### src/rtl/ikaopll_dac_mixacc.sv
// Per-frame accumulator for the DAC stage: converts sign-magnitude operator
// outputs, applies class volume, and publishes saturated MO/RO/mix sums.
module ikaopll_dac_mixacc #(
    parameter int SMP_W    = 9,
    parameter int VOL_W    = 4,
    parameter int ACC_W    = 16,
    parameter int STRB_LEN = 9
) (
    input  logic                    i_EMUCLK,
    input  logic                    i_RST,
    input  logic                    i_phi1_NCEN_n,
    input  logic                    i_FRAME_START,
    input  logic                    i_SMP_VALID,
    input  logic                    i_SMP_CLASS,
    input  logic [SMP_W-1:0]        i_SMP,
    input  logic [VOL_W-1:0]        i_MOVOL,
    input  logic [VOL_W-1:0]        i_ROVOL,
    input  logic                    i_MUTE_MO,
    input  logic                    i_MUTE_RO,
    output logic signed [ACC_W-1:0] o_ACC_MO,
    output logic signed [ACC_W-1:0] o_ACC_RO,
    output logic signed [ACC_W-1:0] o_ACC_MIX,
    output logic                    o_ACC_STRB,
    output logic                    o_SAT,
    output logic [7:0]              o_FRAME_CNT
);

    localparam int TW = SMP_W + VOL_W + 1;
    localparam int SW = ((ACC_W > TW) ? ACC_W : TW) + 1;

    localparam logic signed [SW-1:0] ACC_MAX = SW'({1'b0, {(ACC_W-1){1'b1}}});
    localparam logic signed [SW-1:0] ACC_MIN = ~ACC_MAX;

    // {saturated, value}: add at a width that cannot overflow, then clamp
    function automatic logic [ACC_W:0] sat_add(
        input logic signed [ACC_W-1:0] a,
        input logic signed [TW-1:0]    t
    );
        logic signed [SW-1:0] s;
        s = SW'(a) + SW'(t);
        if (s > ACC_MAX) begin
            return {1'b1, ACC_MAX[ACC_W-1:0]};
        end else if (s < ACC_MIN) begin
            return {1'b1, ACC_MIN[ACC_W-1:0]};
        end
        return {1'b0, s[ACC_W-1:0]};
    endfunction

    logic signed [ACC_W-1:0] mo_q, mo_d;
    logic signed [ACC_W-1:0] ro_q, ro_d;
    logic signed [ACC_W-1:0] mix_q, mix_d;
    logic                    flag_q, flag_d;
    logic signed [ACC_W-1:0] out_mo_q, out_mo_d;
    logic signed [ACC_W-1:0] out_ro_q, out_ro_d;
    logic signed [ACC_W-1:0] out_mix_q, out_mix_d;
    logic                    sat_q, sat_d;
    logic [7:0]              cnt_q, cnt_d;
    logic [4:0]              strb_q, strb_d;

    logic                    sgn;
    logic signed [SMP_W-1:0] conv;
    logic [VOL_W-1:0]        vol;
    logic                    use_smp;
    logic signed [TW-1:0]    term;
    logic signed [TW-1:0]    t_mo, t_ro, t_mix;
    logic signed [ACC_W-1:0] b_mo, b_ro, b_mix;
    logic                    s_mo, s_ro, s_mix;

    always_comb begin
        sgn     = i_SMP[SMP_W-1];
        conv    = {sgn, i_SMP[SMP_W-2:0] ^ {(SMP_W-1){sgn}}};
        vol     = i_SMP_CLASS ? i_ROVOL : i_MOVOL;
        use_smp = i_SMP_VALID & ~(i_SMP_CLASS ? i_MUTE_RO : i_MUTE_MO);
        term    = TW'(conv) * $signed(TW'({1'b0, vol}));
        t_mo    = (use_smp & ~i_SMP_CLASS) ? term : '0;
        t_ro    = (use_smp & i_SMP_CLASS) ? term : '0;
        t_mix   = use_smp ? term : '0;
    end

    // A frame start publishes the old sums and restarts from this slot's term
    always_comb begin
        b_mo  = i_FRAME_START ? '0 : mo_q;
        b_ro  = i_FRAME_START ? '0 : ro_q;
        b_mix = i_FRAME_START ? '0 : mix_q;

        {s_mo, mo_d}   = sat_add(b_mo, t_mo);
        {s_ro, ro_d}   = sat_add(b_ro, t_ro);
        {s_mix, mix_d} = sat_add(b_mix, t_mix);

        flag_d = (i_FRAME_START ? 1'b0 : flag_q) | s_mo | s_ro | s_mix;

        out_mo_d  = out_mo_q;
        out_ro_d  = out_ro_q;
        out_mix_d = out_mix_q;
        sat_d     = sat_q;
        cnt_d     = cnt_q;
        strb_d    = (strb_q != 5'd0) ? strb_q - 5'd1 : 5'd0;

        if (i_FRAME_START) begin
            out_mo_d  = mo_q;
            out_ro_d  = ro_q;
            out_mix_d = mix_q;
            sat_d     = flag_q;
            cnt_d     = cnt_q + 8'd1;
            strb_d    = 5'(STRB_LEN);
        end
    end

    always_ff @(posedge i_EMUCLK or posedge i_RST) begin
        if (i_RST) begin
            mo_q      <= '0;
            ro_q      <= '0;
            mix_q     <= '0;
            flag_q    <= 1'b0;
            out_mo_q  <= '0;
            out_ro_q  <= '0;
            out_mix_q <= '0;
            sat_q     <= 1'b0;
            cnt_q     <= 8'd0;
            strb_q    <= 5'd0;
        end else if (!i_phi1_NCEN_n) begin
            mo_q      <= mo_d;
            ro_q      <= ro_d;
            mix_q     <= mix_d;
            flag_q    <= flag_d;
            out_mo_q  <= out_mo_d;
            out_ro_q  <= out_ro_d;
            out_mix_q <= out_mix_d;
            sat_q     <= sat_d;
            cnt_q     <= cnt_d;
            strb_q    <= strb_d;
        end
    end

    assign o_ACC_MO    = out_mo_q;
    assign o_ACC_RO    = out_ro_q;
    assign o_ACC_MIX   = out_mix_q;
    assign o_SAT       = sat_q;
    assign o_FRAME_CNT = cnt_q;
    assign o_ACC_STRB  = (strb_q != 5'd0);

endmodule

### config.mk
export PLATFORM = sky130hd
export DESIGN_NAME = ikaopll_dac_mixacc
export DESIGN_NICKNAME = d
export VERILOG_FILES = /design/src/rtl/ikaopll_dac_mixacc.sv
export SDC_FILE = /design/constraint.sdc
export NUM_CORES = 1
export LEC_CHECK = 0
export BUFFER_PORTS_ARGS = -buffer_cell sky130_fd_sc_hd__buf_2
export CORE_MARGIN = 4
export CORE_UTILIZATION = 50
export DETAILED_ROUTE_END_ITERATION = 8
export MAX_ROUTING_LAYER = met4
export PLACE_DENSITY = 0.79
export SYNTH_ARGS = -nofsm -noshare
export SYNTH_HDL_FRONTEND = slang
export SYNTH_SLANG_ARGS = --single-unit
### constraint.sdc
create_clock -name i_EMUCLK -period 3.65 [get_ports i_EMUCLK]
set_input_delay 0 -clock i_EMUCLK [delete_from_list [all_inputs] [get_ports i_EMUCLK]]
set_output_delay 0 -clock i_EMUCLK [all_outputs]
set_load 0.005 [all_outputs]
==> results.md, run 1 <==
- The area inside the core boundary is 0.01754 mm².
- The largest driver fanout on the critical path is 8.
- From synthesis to final layout, the design area changed by 40.61%.
- The tool flagged a number of max-cap violations equal to 0.
- The clock slew seen by the registers of the worst setup and hold paths is 0.08 ns.
- The count of filler cells inserted in the layout is 1,178.
- The run finished, with violations left.
- The met3 usage in global routing is 0.03864.
- The pre-antenna-repair detailed-routing pass consisted of 6 iterations.
- Following the worst setup path forward leads to its endpoint at ro_q[13].
- For this run, the register share of the synthesized area comes to 0.3066.
- For this run, the post-layout net count is 1,486.
- The maximum clock skew at final layout is 0.006725 ns.
- The kind of path behind the tightest hold check is input port to asynchronous set/reset pin.
- The clock tree root buffer cell is clkbuf_16.
- Buffers placed on the I/O ports in this run total 82.
- The pin count of the biggest net entering global routing is 73.
- STA puts the critical path data required time at 3.90 ns.
- Setup repair after global routing could not meet its margin everywhere.
- The via density per instance is 5.752.
- Sorting the synthesized cells by area gives the leading types as dfrtp_1 31%, ha_1 10%, nand2_1 8.3%.
- Across all layers, the routed design uses 9,163 vias.
- The met2 routing resource usage after global routing is 0.4703.
- The analysis attributes to cell leakage a power of 6.322 nW.
- The count of cells along the worst register-to-register path is 10.
- The commonest cells after synthesis are 201 x nand2_1, 111 x dfrtp_1, 101 x nor2_1, 76 x ha_1.
- The total overflow reported by the global router is 0.
- The die is 142.6 µm tall.
- When the netlist entered floorplanning its net count stood at 1,207.
- The actual slew at the worst max-slew pin is 1.010 ns.
- The data arrival time of the worst path is 5.42 ns.
- The share of synthesized area in the top cell type comes to 0.3066.
- The final max-slew violation count came to 0.
- The synthesized design spends more area on one cell type than any other, namely dfrtp_1.
- The via count of the first global-routing pass is 9,210.
- The post-synthesis instance area is 0.009059 mm².
- The time the worst path needs with I/O delays and setup is 5.169 ns.
- The maximum clock frequency is 0.1935 GHz.
- The number of antenna diodes in the final layout is 0.
- Setup violations remaining at the end of the flow were counted as 49.
- In this run the critical register-to-register path is launched from mix_q[0].
- Measured along the x axis, the die boundary spans 142.6 µm.
- The count of nets left with antenna violations once routing finished came out at 0.
- The first global-routing pass estimated 44,130 µm of wire.
- Measured against its own limit, the worst slew margin works out to 0.3245.
- The count of cell types in the netlist is 72.
- The floorplan row count is 48.
- The maximum buffer depth of the clock tree is 2.
- The ratio of total power to cell area is 583.7 mW/mm².
- In this run the register-to-register setup slack is 0.56 ns.
- After the flow finishes, the layout carries non-filler instances totaling 1,593.
- The total DRC errors in the routed layout is 0.
- The most common cell in the synthesized netlist is nand2_1.
- The final reports fail on negative setup slack.
- Pin placement for this block handled 83 I/O pins.
- The startpoint class of the critical path is an input port.
- Across the VDD grid, the largest voltage drop is 0.0004844 V.
- The area enclosed by the die boundary is 0.02033 mm².
- The number of synthesized flops with an enable pin is 0.
- The destination of the worst register-to-register timing path is mix_q[13].
- The synthesized area divided by synthesized cell count is 8.357 µm².
- The proportion of synthesized flip-flops having asynchronous set or reset is 1.000.
- The share of the clock period used by the worst path after layout is 1.416.
- In the final timing run, aggregate negative setup slack is -67.75 ns.
- The number of levels the H-tree was split into is 3.
- The total power is 0.007434 W.
- The critical path launch point is i_SMP_CLASS.
- In the final layout, the share of cells above drive strength 1 is 0.3655.
- For met1 alone, demand over resource in global routing was 0.3237.
- The placer congestion estimate is 0.9378.
- The critical path start-end classification is input port to flop.
- met2 is the most crowded layer.
- The number of sinks handled by clock tree synthesis is 111.
- The post-DP HPWL is 18,350 µm.
- The TritonCTS clock tree is built.
- In this run, CTS created clock tree buffers numbering 9.
- Synthesis inferred 111 register bits.
- The starting density of the core is 0.5166.
- Across every metal layer, demand over resource in global routing totals 0.2716.
- The cell total after placement is 1,535.
- In the final routed layout, each cell accounts on average for 17.41 µm.
- For the worst-skew pair, the clock arrives at the later sink with an insertion delay of 0.36 ns.
- The final count of hold timing violations is 0.
- The dominant register cell in the synthesized netlist is dfrtp_1.
- The routed design has 27,740 µm of wire.
- The post-layout worst setup margin is -1.519 ns.
- The initial antenna violation count came to 0.
- The Yosys step of the flow raised 0 warnings.
- The violation count after the first detailed-route iteration is 575.
- The element type at the critical path end is a flop.
- The cell count after synthesis came out at 1,084.
## placed cells by master, fill, tap and decap left out, types with 4 or more instances in the layout
master and instances:
a21o_1 15, a21oi_2 11, or3_1 4, o21ai_0 20
xnor2_1 25, inv_2 10, nand3_1 11, xor2_1 24
ha_1 58, buf_12 9, o21ai_1 27, nor2_1 96
or2_2 8, buf_2 80, and3_1 6, clkbuf_16 10
o21ai_2 18, a22o_1 4, a2bb2oi_1 6, o21a_1 9
nand2_1 198, dfrtp_1 111, a31oi_1 6, buf_4 209
fa_1 20, xnor2_4 6, a21oi_1 31, buf_6 12
o21bai_1 8, a211oi_1 9, nor2b_1 58, nand4_1 4
o211ai_1 13, maj3_2 26, mux2_4 4, nor3_1 13
inv_1 49, xnor2_2 4, ha_4 16
## metal layers
metal	vias to the layer above	wire [µm]
met3	100	1437
met5	-	0
met2	340	14180
met4	0	1236
met1	4439	10890
li1	4284	-
## stage by stage
stage / hold WS [ns] / util / setup WS [ns] / cell area (µm²)
finish: 0.1741 / 0.7263 / -1.519 / 12740
global route: 0.2097 / 0.7263 / -1.739 / 12740
CTS: 0.1740 / 0.7043 / -1.307 / 12350
detailed placement: 0.01618 / 0.6502 / -1.894 / 11400
global placement: 0.01512 / 0.6502 / -1.711 / 11400
floorplan: 0.3299 / - / -1.498 / 9468
## registers in the layout, indices dropped and copies added (netlist names)
name         flops
o_FRAME_CNT      8
o_ACC_MO        16
o_ACC_MIX       16
o_SAT            1
flag_q           1
mo_q            16
mix_q           16
o_ACC_RO        16
strb_q           5
ro_q            16
## worst min-delay path by stage
stage / depth (start not counted) / start / slack, ns / end
after floorplan: 0 / o_ACC_MIX[0] / 0.33 / o_ACC_MIX[0]
after global placement: 2 / i_RST / 0.02 / o_ACC_RO[8]
after detailed placement: 2 / i_RST / 0.02 / strb_q[2]
after CTS: 3 / i_RST / 0.17 / strb_q[2]
after global routing: 3 / i_RST / 0.21 / strb_q[2]
final: 3 / i_RST / 0.17 / strb_q[2]
## power breakdown
part           switching (W)  total, W  internal [W]
Sequential          0.000305   0.00193       0.00162
Combinational        0.00221   0.00452       0.00230
Clock               0.000507  0.000993      0.000487
## what timing repair did
item                       CTS  global route
setup buffers               27            10
hold buffers                 1             0
hold endpoints to repair    30             0
resized for setup           77            53
cloned                       3             1
setup endpoints to repair   49            49
pin swaps                   54            26
## layout make-up
type / instances / area (µm²) / area share
Multi-Input combinational cell: 865 / 6756 / 0.5305
Sequential cell: 111 / 2778 / 0.2181
Timing Repair Buffer: 315 / 2390 / 0.1876
Tap cell: 225 / 281.5 / 0.02210
Inverter: 61 / 231.5 / 0.01817
Clock buffer: 9 / 225.2 / 0.01768
Clock inverter: 7 / 75.07 / 0.005894
## critical path, stage by stage
cell and delay, ns:
buf_6 0.10, mux2i_4 0.28, buf_12 0.15, nor2_1 0.05
ha_1 0.31, fa_1 0.52, inv_1 0.08, fa_1 0.55
inv_2 0.06, ha_4 0.24, buf_4 0.14, a31o_4 0.25
a21oi_2 0.19, xor2_1 0.17, buf_4 0.16, nor2_1 0.05
ha_1 0.35, and3_4 0.22, a221oi_4 0.27, and2_4 0.20
buf_4 0.12, nor4bb_4 0.31, a211o_4 0.23, buf_4 0.14
o21ai_4 0.06, o22a_1 0.20
## kinds of logic (layout without fill, tap and decap cells)
logic type      count (synthesis)  after routing  synth area share
buf+inv                       109            392           0.04889
flops                         111            111            0.3066
simple gates                  441            441            0.2221
compound gates                226            227            0.1663
fa+ha+maj                     124            124            0.1829
mux                            11             11           0.01326
xor+xnor                       62             62           0.05994
(Power assumes the default switching activity.)
==> inputs of run 2 (changes only) <==
--- a/config.mk
+++ b/config.mk
@@ -6,11 +6,11 @@
 export NUM_CORES = 1
 export LEC_CHECK = 0
 export BUFFER_PORTS_ARGS = -buffer_cell sky130_fd_sc_hd__buf_2
-export CORE_MARGIN = 4
 export CORE_UTILIZATION = 50
 export DETAILED_ROUTE_END_ITERATION = 8
 export MAX_ROUTING_LAYER = met4
 export PLACE_DENSITY = 0.79
+export SKIP_CTS_REPAIR_TIMING = 1
 export SYNTH_ARGS = -nofsm -noshare
 export SYNTH_HDL_FRONTEND = slang
 export SYNTH_SLANG_ARGS = --single-unit
==> constraint.sdc (replaced) <==
create_clock -name i_EMUCLK -period 3.65 [get_ports i_EMUCLK]
set_input_delay 0.365 -clock i_EMUCLK [delete_from_list [all_inputs] [get_ports i_EMUCLK]]
set_output_delay 0.365 -clock i_EMUCLK [all_outputs]
set_load 0.005 [all_outputs]
==> run 2 against run 1 <==
The flow still finishes with violations (negative setup slack). Sequential power is essentially flat. Highest routed layer unchanged. Combinational power grew 2%. Sequential cell count is the same. Cell count grew 0.50%. Clock skew grew 0.0025 ns. Largest cell class unchanged. Die area shrank 8.2%. Design area grew 0.88%.
==> results.md, run 2 (same netlist as run 1, synthesis figures left out) <==
- The run finished, with violations left.
- The final reports fail on negative setup slack.
- The switching power share of the total is 0.4090 (+0.001983).
- The number of levels the H-tree was split into came to 3 (unchanged).
- The cell total after placement is 1,544 (+0.59%).
- The cell family contributing the most delay on the critical path is compound AO/OA/AOI/OAI gates.
- The static leakage power is 6.365 nW (+0.67%).
- The largest driver fanout on the critical path is 8 (unchanged).
- The clock slew seen by the registers of the worst setup and hold paths is 0.08 ns (about the same).
- The clock network fraction of design power is 0.133 (about the same).
- The global router's overall resource usage is 0.2698 (-0.001753).
- In the layout the commonest cells are 212 x buf_4, 200 x nand2_1, 111 x dfrtp_1.
- The per-cell routed wire length was 17.67 µm (+1.5%).
- The first-pass GRT wire length is 38,870 µm (-12%).
- The first-pass iteration count of the detailed router is 5 (-1).
- The data arrival time of the worst path is 5.86 ns (+0.44 ns).
- The final max-slew violation count came to 0 (unchanged).
- The tree is rooted in a clkbuf_16.
- The tightest hold margin is 0.1648 ns (-0.009326 ns).
- The die height was 136.6 µm (-4.2%).
- The post-layout worst setup margin is -1.956 ns (-0.4377 ns).
- The number of antenna diodes is 0 (unchanged).
- The total power is 0.007533 W (+1.3%).
- The time the worst path needs with I/O delays and setup came to 5.606 ns (+0.4377 ns).
- The ratio of total power to cell area is 586.2 mW/mm² (+0.43%).
- The share of the clock period used by the worst path after layout is 1.536 (+0.1199).
- The synthesis-to-finish area growth is 41.85%.
- The via density per instance is 5.737 (-0.26%).
- The actual slew at the worst max-slew pin is 0.9697 ns (-0.03999 ns).
- The combinational share of power came to 0.610 (+0.003).
- The pin count of the biggest net entering global routing was 73 (unchanged).
- The final standard cell utilization of the core was 0.7353 (+0.008939).
- The non-filler instance count after layout is 1,601 (+0.50%).
- The ratio of cells with drive above 1 in the final layout is 0.3728 (+0.007323).
- The maximum vdd drop was 0.0005426 V (+12%).
- The number of nets at the end of the flow was 1,494 (+0.54%).
- The number of buffers and inverters on the critical path is 6 (-2).
- The maximum clock frequency is 0.1784 GHz (-7.8%).
- The critical path's slowest cell is a2111oi_0.
- The power spent charging and discharging nets is 0.003081 W (+1.8%).
- The number of sinks handled by clock tree synthesis is 111 (unchanged).
- The placer congestion estimate is 0.9399 (+0.22%).
- The area enclosed by the die boundary is 0.01866 mm² (-8.2%).
- The area inside the core boundary is 0.01748 mm² (-0.34%).
- The top-level I/O count was 83 (unchanged).
- The count of endpoints failing setup in the final report is 49 (unchanged).
- The startpoint class of the critical path is an input port.
- The violation count after the first detailed-route iteration was 687 (+19%).
- Among the stages of the critical path, the cell type that occurs most often is a21o_1.
- The startpoint identified for the worst register-to-register timing path is mix_q[0].
- The floorplan row count came to 48 (unchanged).
- The via count of the first global-routing pass is 8,349 (-9.3%).
- The design internal power is 0.004452 W (+0.98%).
- The worst hold path belongs to the class input port to asynchronous set/reset pin.
- The post-DP HPWL came to 18,450 µm (+0.53%).
- The max-cap violation count is 0 (unchanged).
- Setup repair after global routing could not meet its margin everywhere.
- The maximum buffer depth of the clock tree is 2 (unchanged).
- The initial antenna violation count is 0 (unchanged).
- The number of buffers added by the clock tree synthesis step is 9 (unchanged).
- The die boundary width was 136.6 µm (-4.2%).
- The starting density of the core is 0.5183 (+0.001775).
- The required time reported for the critical path endpoint is 3.91 ns (about the same).
- The total of buffers placed on input and output ports is 82 (unchanged).
- The critical path is of the input port to flop type.
- Tracing the worst setup path back leads to its startpoint at i_SMP_CLASS.
- The count of nets left with antenna violations after detail routing was 0 (unchanged).
- The commonest non-fill, non-tap cell in the layout is buf_4.
- The total DRC errors in the routed layout is 0 (unchanged).
- The element type at the critical path end is a flop.
- The share of power burned in registers came to 0.257 (-0.002).
- The worst max-slew margin expressed relative to the limit came to 0.3519 (+0.02748).
- The TritonCTS clock tree is built.
- The maximum cell stage delay along the critical path is 0.59 ns (+0.04 ns).
- The via count of the routed design is 9,185 (+0.24%).
- The maximum clock skew at final layout is 0.009186 ns (+0.002461 ns).
- The final count of hold timing violations is 0 (unchanged).
- The total overflow reported by the global router is 0 (unchanged).
- The insertion delay of the later-clocked pin in the worst-skew pair came to 0.37 ns (about the same).
- The sum of routed wire length over all layers is 28,290 µm (+2.0%).
[run 2: changes by cell type in the layout (fill, tap and decap cells not counted), sizes merged]
cell / previous run / this run
buf: 313 / 319
clkbuf: 10 / 12
clkinv: 4 / 2
a31o: 4 / 5
clkinvlp: 0 / 1
dlygate4sd3: 1 / 0
inv: 64 / 65
[run 2: final timing paths]
path	to	slack (ns)	depth (start not counted)
setup / recovery	ro_q[9]	-1.96	25
hold / removal	o_FRAME_CNT[7]	0.16	2
setup reg to reg	mix_q[2]	0.47	10
hold reg to reg	o_ACC_RO[0]	0.47	2
max in group asynchronous	o_ACC_MO[0]	2.68	3
min in group i_EMUCLK	o_ACC_RO[0]	0.47	2
[run 2: power by group through the flow]
stage	registers [W]	clock network, W	logic [W]
2_1_floorplan	0.00187	0	0.00222
5_1_grt	0.00198	0.00106	0.00492
3_3_place_gp	0.00193	0	0.00352
3_5_place_dp	0.00194	0	0.00362
6_report	0.00194	0.00100	0.00459
4_1_cts	0.00192	0.00101	0.00365
[run 2: routing by layer]
metal | vias to the layer above | global-route usage | routed length, µm
met5 | - | - | 0
met4 | 0 | 0.07469 | 1260
met3 | 115 | 0.04333 | 1560
met2 | 348 | 0.4726 | 14090
met1 | 4431 | 0.3187 | 11380
li1 | 4291 | - | -
[run 2: area by class of cell]
cell class,instances,area (µm²)
clock inverter,7,72.57
timing repair buffer,322,2434
fill,1177,4627
tap,225,281.5
multi-input combinational,866,6825
inverter,61,234.0
sequential,111,2778
clock buffer,9,225.2
[run 2: metrics by stage]
stage	setup WS (ns)	setup TNS [ns]	cell area (µm²)
after floorplan	-1.863	-84.22	9482
final	-1.956	-85.80	12850
after global routing	-2.103	-93.66	12850
after CTS	-1.912	-87.82	11740
after global placement	-2.197	-102.33	11440
after detailed placement	-2.293	-106.26	11440
